$ cat src/rtl/eth_seq.sv
// Frame sequencer between host logic and the Ethernet controller: tx/rx
// four-phase handshakes, quiescent-point mode changes and MDIO poll strobes.
module eth_seq #(
  parameter int POLL_DIV = 50000,
  parameter int TX_TMO   = 65535
) (
  input  logic        clk,
  input  logic        rst,
  input  logic        cfg_wr,
  input  logic [4:0]  cfg_din,
  output logic        cfg_busy,
  input  logic        tx_go,
  input  logic [10:0] tx_len,
  output logic        tx_busy,
  output logic        tx_end,
  output logic        tx_err,
  output logic        rx_avail,
  output logic [10:0] rx_len,
  input  logic        rx_rel,
  output logic        txrdy,
  output logic [10:0] txcntb,
  input  logic        txdone,
  input  logic        rxrdy,
  input  logic [10:0] rxcntb,
  output logic        rxdone,
  output logic [4:0]  lbmode,
  output logic        md_evt,
  input  logic [7:0]  md_status,
  output logic        link,
  output logic        gbit
);

  localparam int PW = $clog2(POLL_DIV);
  localparam int TW = $clog2(TX_TMO);
  localparam logic [PW-1:0] POLL_LAST = PW'(POLL_DIV - 1);
  localparam logic [PW-1:0] POLL_PRE  = PW'(POLL_DIV - 2);
  localparam logic [PW-1:0] POLL_ONE  = PW'(1);
  localparam logic [TW-1:0] TMO_LAST  = TW'(TX_TMO - 1);
  localparam logic [TW-1:0] TMR_ONE   = TW'(1);

  typedef enum logic [1:0] {T_IDLE = 2'd0, T_REQ = 2'd1, T_REL = 2'd2, T_ABORT = 2'd3} tx_state_t;
  typedef enum logic [1:0] {R_IDLE = 2'd0, R_HOLD = 2'd1, R_ACK = 2'd2} rx_state_t;

  tx_state_t tx_state_r, tx_next_s;
  rx_state_t rx_state_r, rx_next_s;
  logic          txdone_meta_r, txdone_sync_r, rxrdy_meta_r, rxrdy_sync_r;
  logic [TW-1:0] tx_timer_r;
  logic          tx_start_s, link_ok_s, tx_end_s, tx_err_s;
  logic          txrdy_r, tx_busy_r, tx_end_r, tx_err_r;
  logic [10:0]   txcntb_r, rx_len_r;
  logic          rx_avail_r, rxdone_r;
  logic [4:0]    cfg_pend_r, lbmode_r;
  logic          cfg_busy_r;
  logic [PW-1:0] poll_cnt_r;
  logic          md_evt_r, link_r, gbit_r;

  assign tx_start_s = (tx_state_r == T_IDLE) && tx_go && !cfg_busy_r;
  assign link_ok_s  = link_r || lbmode_r[1];

  // Two-flop synchronizers for the controller's asynchronous handshake lines
  always_ff @(posedge clk) begin
    if (rst) begin
      txdone_meta_r <= 1'b0;
      txdone_sync_r <= 1'b0;
      rxrdy_meta_r  <= 1'b0;
      rxrdy_sync_r  <= 1'b0;
    end else begin
      txdone_meta_r <= txdone;
      txdone_sync_r <= txdone_meta_r;
      rxrdy_meta_r  <= rxrdy;
      rxrdy_sync_r  <= rxrdy_meta_r;
    end
  end

  // FSM state registers and the txrdy timeout timer
  always_ff @(posedge clk) begin
    if (rst) begin
      tx_state_r <= T_IDLE;
      rx_state_r <= R_IDLE;
      tx_timer_r <= '0;
    end else begin
      tx_state_r <= tx_next_s;
      rx_state_r <= rx_next_s;
      if ((tx_state_r == T_REQ) && (tx_next_s == T_REQ)) tx_timer_r <= tx_timer_r + TMR_ONE;
      else tx_timer_r <= '0;
    end
  end

  // Next-state logic; a returning txdone wins over a simultaneous timeout
  always_comb begin
    tx_next_s = tx_state_r;
    case (tx_state_r)
      T_IDLE:  if (tx_start_s && link_ok_s) tx_next_s = T_REQ; else tx_next_s = T_IDLE;
      T_REQ: begin
        if (txdone_sync_r) tx_next_s = T_REL;
        else if (tx_timer_r == TMO_LAST) tx_next_s = T_ABORT;
        else tx_next_s = T_REQ;
      end
      T_REL:   if (!txdone_sync_r) tx_next_s = T_IDLE; else tx_next_s = T_REL;
      T_ABORT: if (!txdone_sync_r) tx_next_s = T_IDLE; else tx_next_s = T_ABORT;
      default: tx_next_s = T_IDLE;
    endcase
    rx_next_s = rx_state_r;
    case (rx_state_r)
      R_IDLE:  if (rxrdy_sync_r && (lbmode_r[0] || lbmode_r[1])) rx_next_s = R_HOLD; else rx_next_s = R_IDLE;
      R_HOLD:  if (rx_rel) rx_next_s = R_ACK; else rx_next_s = R_HOLD;
      R_ACK:   if (!rxrdy_sync_r) rx_next_s = R_IDLE; else rx_next_s = R_ACK;
      default: rx_next_s = R_IDLE;
    endcase
  end

  // Pulse outputs derived from the current state and transition
  always_comb begin
    tx_end_s = 1'b0;
    tx_err_s = 1'b0;
    case (tx_state_r)
      T_IDLE:  tx_err_s = tx_start_s && !link_ok_s;
      T_REQ:   tx_err_s = (tx_next_s == T_ABORT);
      T_REL:   tx_end_s = !txdone_sync_r;
      T_ABORT: tx_end_s = 1'b0;
      default: tx_err_s = 1'b0;
    endcase
  end

  // Output registers follow next state so levels track the FSMs with no extra lag
  always_ff @(posedge clk) begin
    if (rst) begin
      txrdy_r    <= 1'b0;
      tx_busy_r  <= 1'b0;
      tx_end_r   <= 1'b0;
      tx_err_r   <= 1'b0;
      txcntb_r   <= 11'd0;
      rx_avail_r <= 1'b0;
      rxdone_r   <= 1'b0;
      rx_len_r   <= 11'd0;
    end else begin
      txrdy_r    <= (tx_next_s == T_REQ);
      tx_busy_r  <= (tx_next_s != T_IDLE);
      tx_end_r   <= tx_end_s;
      tx_err_r   <= tx_err_s;
      rx_avail_r <= (rx_next_s == R_HOLD);
      rxdone_r   <= (rx_next_s == R_ACK);
      if ((tx_state_r == T_IDLE) && (tx_next_s == T_REQ)) txcntb_r <= tx_len;
      if ((rx_state_r == R_IDLE) && (rx_next_s == R_HOLD)) rx_len_r <= rxcntb;
    end
  end

  // Mode changes wait until both channels are idle; a fresh write defers the apply
  always_ff @(posedge clk) begin
    if (rst) begin
      cfg_pend_r <= 5'd0;
      cfg_busy_r <= 1'b0;
      lbmode_r   <= 5'd0;
    end else if (cfg_wr) begin
      cfg_pend_r <= cfg_din;
      cfg_busy_r <= 1'b1;
    end else if (cfg_busy_r && (tx_state_r == T_IDLE) && (rx_state_r == R_IDLE)) begin
      lbmode_r   <= cfg_pend_r;
      cfg_busy_r <= 1'b0;
    end
  end

  // Poll divider and registered link status
  always_ff @(posedge clk) begin
    if (rst) begin
      poll_cnt_r <= '0;
      md_evt_r   <= 1'b0;
      link_r     <= 1'b0;
      gbit_r     <= 1'b0;
    end else begin
      if (poll_cnt_r == POLL_LAST) poll_cnt_r <= '0;
      else poll_cnt_r <= poll_cnt_r + POLL_ONE;
      md_evt_r <= (poll_cnt_r == POLL_PRE);
      link_r   <= md_status[0];
      gbit_r   <= (md_status[6:5] == 2'b10) && md_status[0];
    end
  end

  assign cfg_busy = cfg_busy_r;
  assign tx_busy  = tx_busy_r;
  assign tx_end   = tx_end_r;
  assign tx_err   = tx_err_r;
  assign rx_avail = rx_avail_r;
  assign rx_len   = rx_len_r;
  assign txrdy    = txrdy_r;
  assign txcntb   = txcntb_r;
  assign rxdone   = rxdone_r;
  assign lbmode   = lbmode_r;
  assign md_evt   = md_evt_r;
  assign link     = link_r;
  assign gbit     = gbit_r;

endmodule

$ cat config.mk
export PLATFORM = sky130hd
export DESIGN_NAME = eth_seq
export DESIGN_NICKNAME = d
export VERILOG_FILES = /design/src/rtl/eth_seq.sv
export SDC_FILE = /design/constraint.sdc
export NUM_CORES = 1
export LEC_CHECK = 0
export ABC_AREA = 1
export BUFFER_PORTS_ARGS = -buffer_cell sky130_fd_sc_hd__buf_2
export CORE_MARGIN = 2
export CORE_UTILIZATION = 50
export CTS_CLUSTER_SIZE = 10
export DETAILED_ROUTE_END_ITERATION = 10
export HOLD_SLACK_MARGIN = 0.03
export PLACE_DENSITY_LB_ADDON = 0.25
export SLEW_MARGIN = 40
export SYNTH_ARGS = -nofsm -noshare
export SYNTH_HDL_FRONTEND = slang
export SYNTH_SLANG_ARGS = --single-unit
$ cat constraint.sdc
create_clock -name clk -period 1.6 [get_ports clk]
set_input_delay 0.32 -clock clk [delete_from_list [all_inputs] [get_ports clk]]
set_output_delay 0.32 -clock clk [all_outputs]
set_load 0.02 [all_outputs]
==> results_dict.tcl <==
set metrics [dict create \
    drtIter0Drc 140 \
    path_cells "inv_1 -> ha_1 -> nand2_1 -> nor2_1 -> nand2_1 -> o21ai_2 -> nand2_2 -> nand3_4 -> buf_4 -> nor2_1" \
    grt_max_degree 34 \
    hpwl_um 4780 \
    area_delta_synth_final_pct 21.2 \
    seq_area_um2 1640 \
    grt_usage_pct 18.8 \
    maxSlewHeadroom_pct 75.2 \
    layout_commonest_cell "dfxtp_1" \
    cts_tree "done" \
    status "finished, final reports clean" \
    ir_drop_v 0.000496 \
    slowest_delay_ns 0.33 \
    design_area_um2 4150 \
    core_um2 6720 \
    startpoint "tx_timer_r[0]$_SDFF_PP0_" \
    drc 0 \
    grt_pass1_vias 2721 \
    initial_core_util_pct 51.0 \
    multiInputGateArea_um2 1460 \
    io_buffer_count 73 \
    final_nets 556 \
    die_h_um 86.8 \
    max-cap-violations 0 \
    antenna_found_initial 0 \
    worstSetupEndpointType "flop" \
    setup_ws_ns 0.142 \
    seq_area_frac_synth_pct 47.9 \
    worstHoldStart "md_status[5]" \
    drt-vias-per-instance 4.75 \
    clkLatencyLatePin_ns 0.34 \
    syn_inst 426 \
    ys_types 32 \
    post-route-util_pct 61.8 \
    min_path_type "in2reg" \
    die_w_um 86.8 \
    ys_warn_count 0 \
    setup_violations 0 \
    htreeDepth 3 \
    timing.fmax_mhz 686 \
    synthFlopType "dfxtp_1" \
    drive_gt1_share_pct 25.0 \
    slowest_stage "dfxtp_1" \
    rsz0062_at_grt "false" \
    path_class "reg2reg" \
    clockRootBuffer "clkbuf_8" \
    syn_avg_cell_area_um2 8.04 \
    diodes 0 \
    cp-start-kind "flop" \
    vias 2824 \
    syn_nets 472 \
    power_density_nw_per_um2 988 \
    fin_tns_setup_ns 0 \
    required_ns 1.84 \
    p_leak_uw 0.00170 \
    wl_per_cell_um 11.0 \
    first_pass_iters 4 \
    fin_crit_sh_pct 91.1 \
    clock_skew_ns 0.0138 \
    place_ws_ns 0.0473 \
    cts_buffers 9 \
    ys_ff_latch 82 \
    wl_um 6560 \
    worstMarginPinSlew_ns 0.369 \
    place_area_um2 3880 \
    grt_pass1_wl_um 11200 \
    period_minus_slack_ns 1.46 \
    grt_overflow 0 \
    gp_congestion 0.915 \
    synth_area_um2 3420 \
    hold_buffers 0 \
    boundaryPins 79 \
    clock_sinks 82 \
    critPathMaxFanout 7 \
    clock_path_buffers 2 \
    hold_viol_final 0 \
    ant_nets 0 \
    r2r_start "tx_timer_r[0]$_SDFF_PP0_" \
    fillers 592 \
    layout_common_cells "dfxtp_1 (82), buf_2 (73), inv_1 (64), nor2_1 (56), nand2_1 (53)" \
    num_rows 30 \
    critPathArrivalTime_ns 1.70 \
    drv_slew 0 \
    synthArstFlopShare_pct 0 \
    synth-edff-count 0 \
    cts.clk_slew.worst_paths_ns 0.08 \
    die-area_um2 7530 \
]
==> metal layers <==
layer  routed length, µm  global-route usage, %
met5                   0                      0
met4                  91                   7.95
met3                 275                   4.86
met2                3130                   31.7
met1                3060                   22.6
==> Yosys cell counts, types with 2 or more instances <==
| cell | number | share of area (%) |
|---|---|---|
| a21oi_1 | 41 | 6.0 |
| and3_1 | 2 | 0.37 |
| clkbuf_1 | 8 | 0.88 |
| clkbuf_2 | 2 | 0.29 |
| dfxtp_1 | 82 | 48 |
| ha_1 | 4 | 1.5 |
| inv_1 | 64 | 7.0 |
| nand2_1 | 53 | 5.8 |
| nand2_2 | 5 | 0.91 |
| nand3_1 | 9 | 1.3 |
| nand3_4 | 2 | 1.0 |
| nand3b_1 | 2 | 0.44 |
| nand4_1 | 9 | 1.6 |
| nor2_1 | 56 | 6.1 |
| nor2_2 | 2 | 0.37 |
| nor2_4 | 13 | 4.3 |
| nor3_1 | 4 | 0.58 |
| nor4_1 | 2 | 0.37 |
| o211ai_1 | 2 | 0.44 |
| o21ai_0 | 35 | 5.1 |
| xnor2_1 | 10 | 2.6 |
| xor2_1 | 9 | 2.3 |
==> path summary, 6_finish.rpt <==
path,slack (ns),cells after the start,end
max reg2reg,0.14,10,tx_timer_r[4]$_SDFF_PP0_
min reg2reg,0.41,2,rxrdy_sync_r$_SDFF_PP0_
min,0.13,2,gbit$_SDFF_PP0_
max,0.14,10,tx_timer_r[4]$_SDFF_PP0_
==> where the power goes <==
part	internal (µW)	switching, µW	total, µW	leakage, µW
logic	128	204	332	0.000927
registers	2110	36.8	2140	0.000667
clock network	923	700	1620	0.000103
==> worst max-delay path, delay by kind of cell, from the launching register on <==
kind | cells | cell delay (ns)
adders and majority gates | 1 | 0.15
buffers and inverters | 2 | 0.26
DFF | 1 | 0.33
AOI/OAI and AO/OA | 1 | 0.12
and+or+nand+nor | 6 | 0.50
==> layout make-up <==
class / count / area share, %
inverters: 66 / 5.97
flip-flops and latches: 82 / 39.6
clock inverters: 4 / 1.81
clock buffers: 12 / 3.50
multi-input cells: 265 / 35.3
repair buffers: 86 / 11.5
well taps: 80 / 2.41
==> state kept, by name, indices dropped and copies added, names as in the netlist <==
register       cells
gbit               1
lbmode             5
md_evt             1
rxdone             1
rx_avail           1
txcntb            11
poll_cnt_r        16
txdone_meta_r      1
txrdy              1
cfg_pend_r         5
tx_state_r         2
tx_end             1
cfg_busy           1
tx_err             1
tx_busy            1
rx_len            11
tx_timer_r        16
link               1
rxrdy_sync_r       1
txdone_sync_r      1
rx_state_r         2
rxrdy_meta_r       1
==> kinds of logic after synthesis <==
group                    after synthesis  synth area share (%)
adder cells (fa/ha/maj)                4                  1.46
XOR/XNOR                              19                  4.86
AO/OA/AOI/OAI                         79                  11.8
flip-flops                            82                  47.9
AND/OR/NAND/NOR                      163                  24.6
buffers and inverters                 79                  9.35
==> stage by stage <==
stage | hold WS (ns) | std cells | total power, µW
floorplan | 0.388 | 426 | 2400
global placement | 0.391 | 574 | 2510
detailed placement | 0.394 | 574 | 2520
CTS | 0.120 | 590 | 4140
global route | 0.112 | 595 | 4270
finish | 0.128 | 595 | 4100
==> repair_timing <==
item / 4_1_cts / 5_1_grt
setup buffers: 0 / 5
gates resized for setup: 0 / 1
setup endpoints to repair: 0 / 18
No activity file was read; power rests on OpenSTA's default activity.
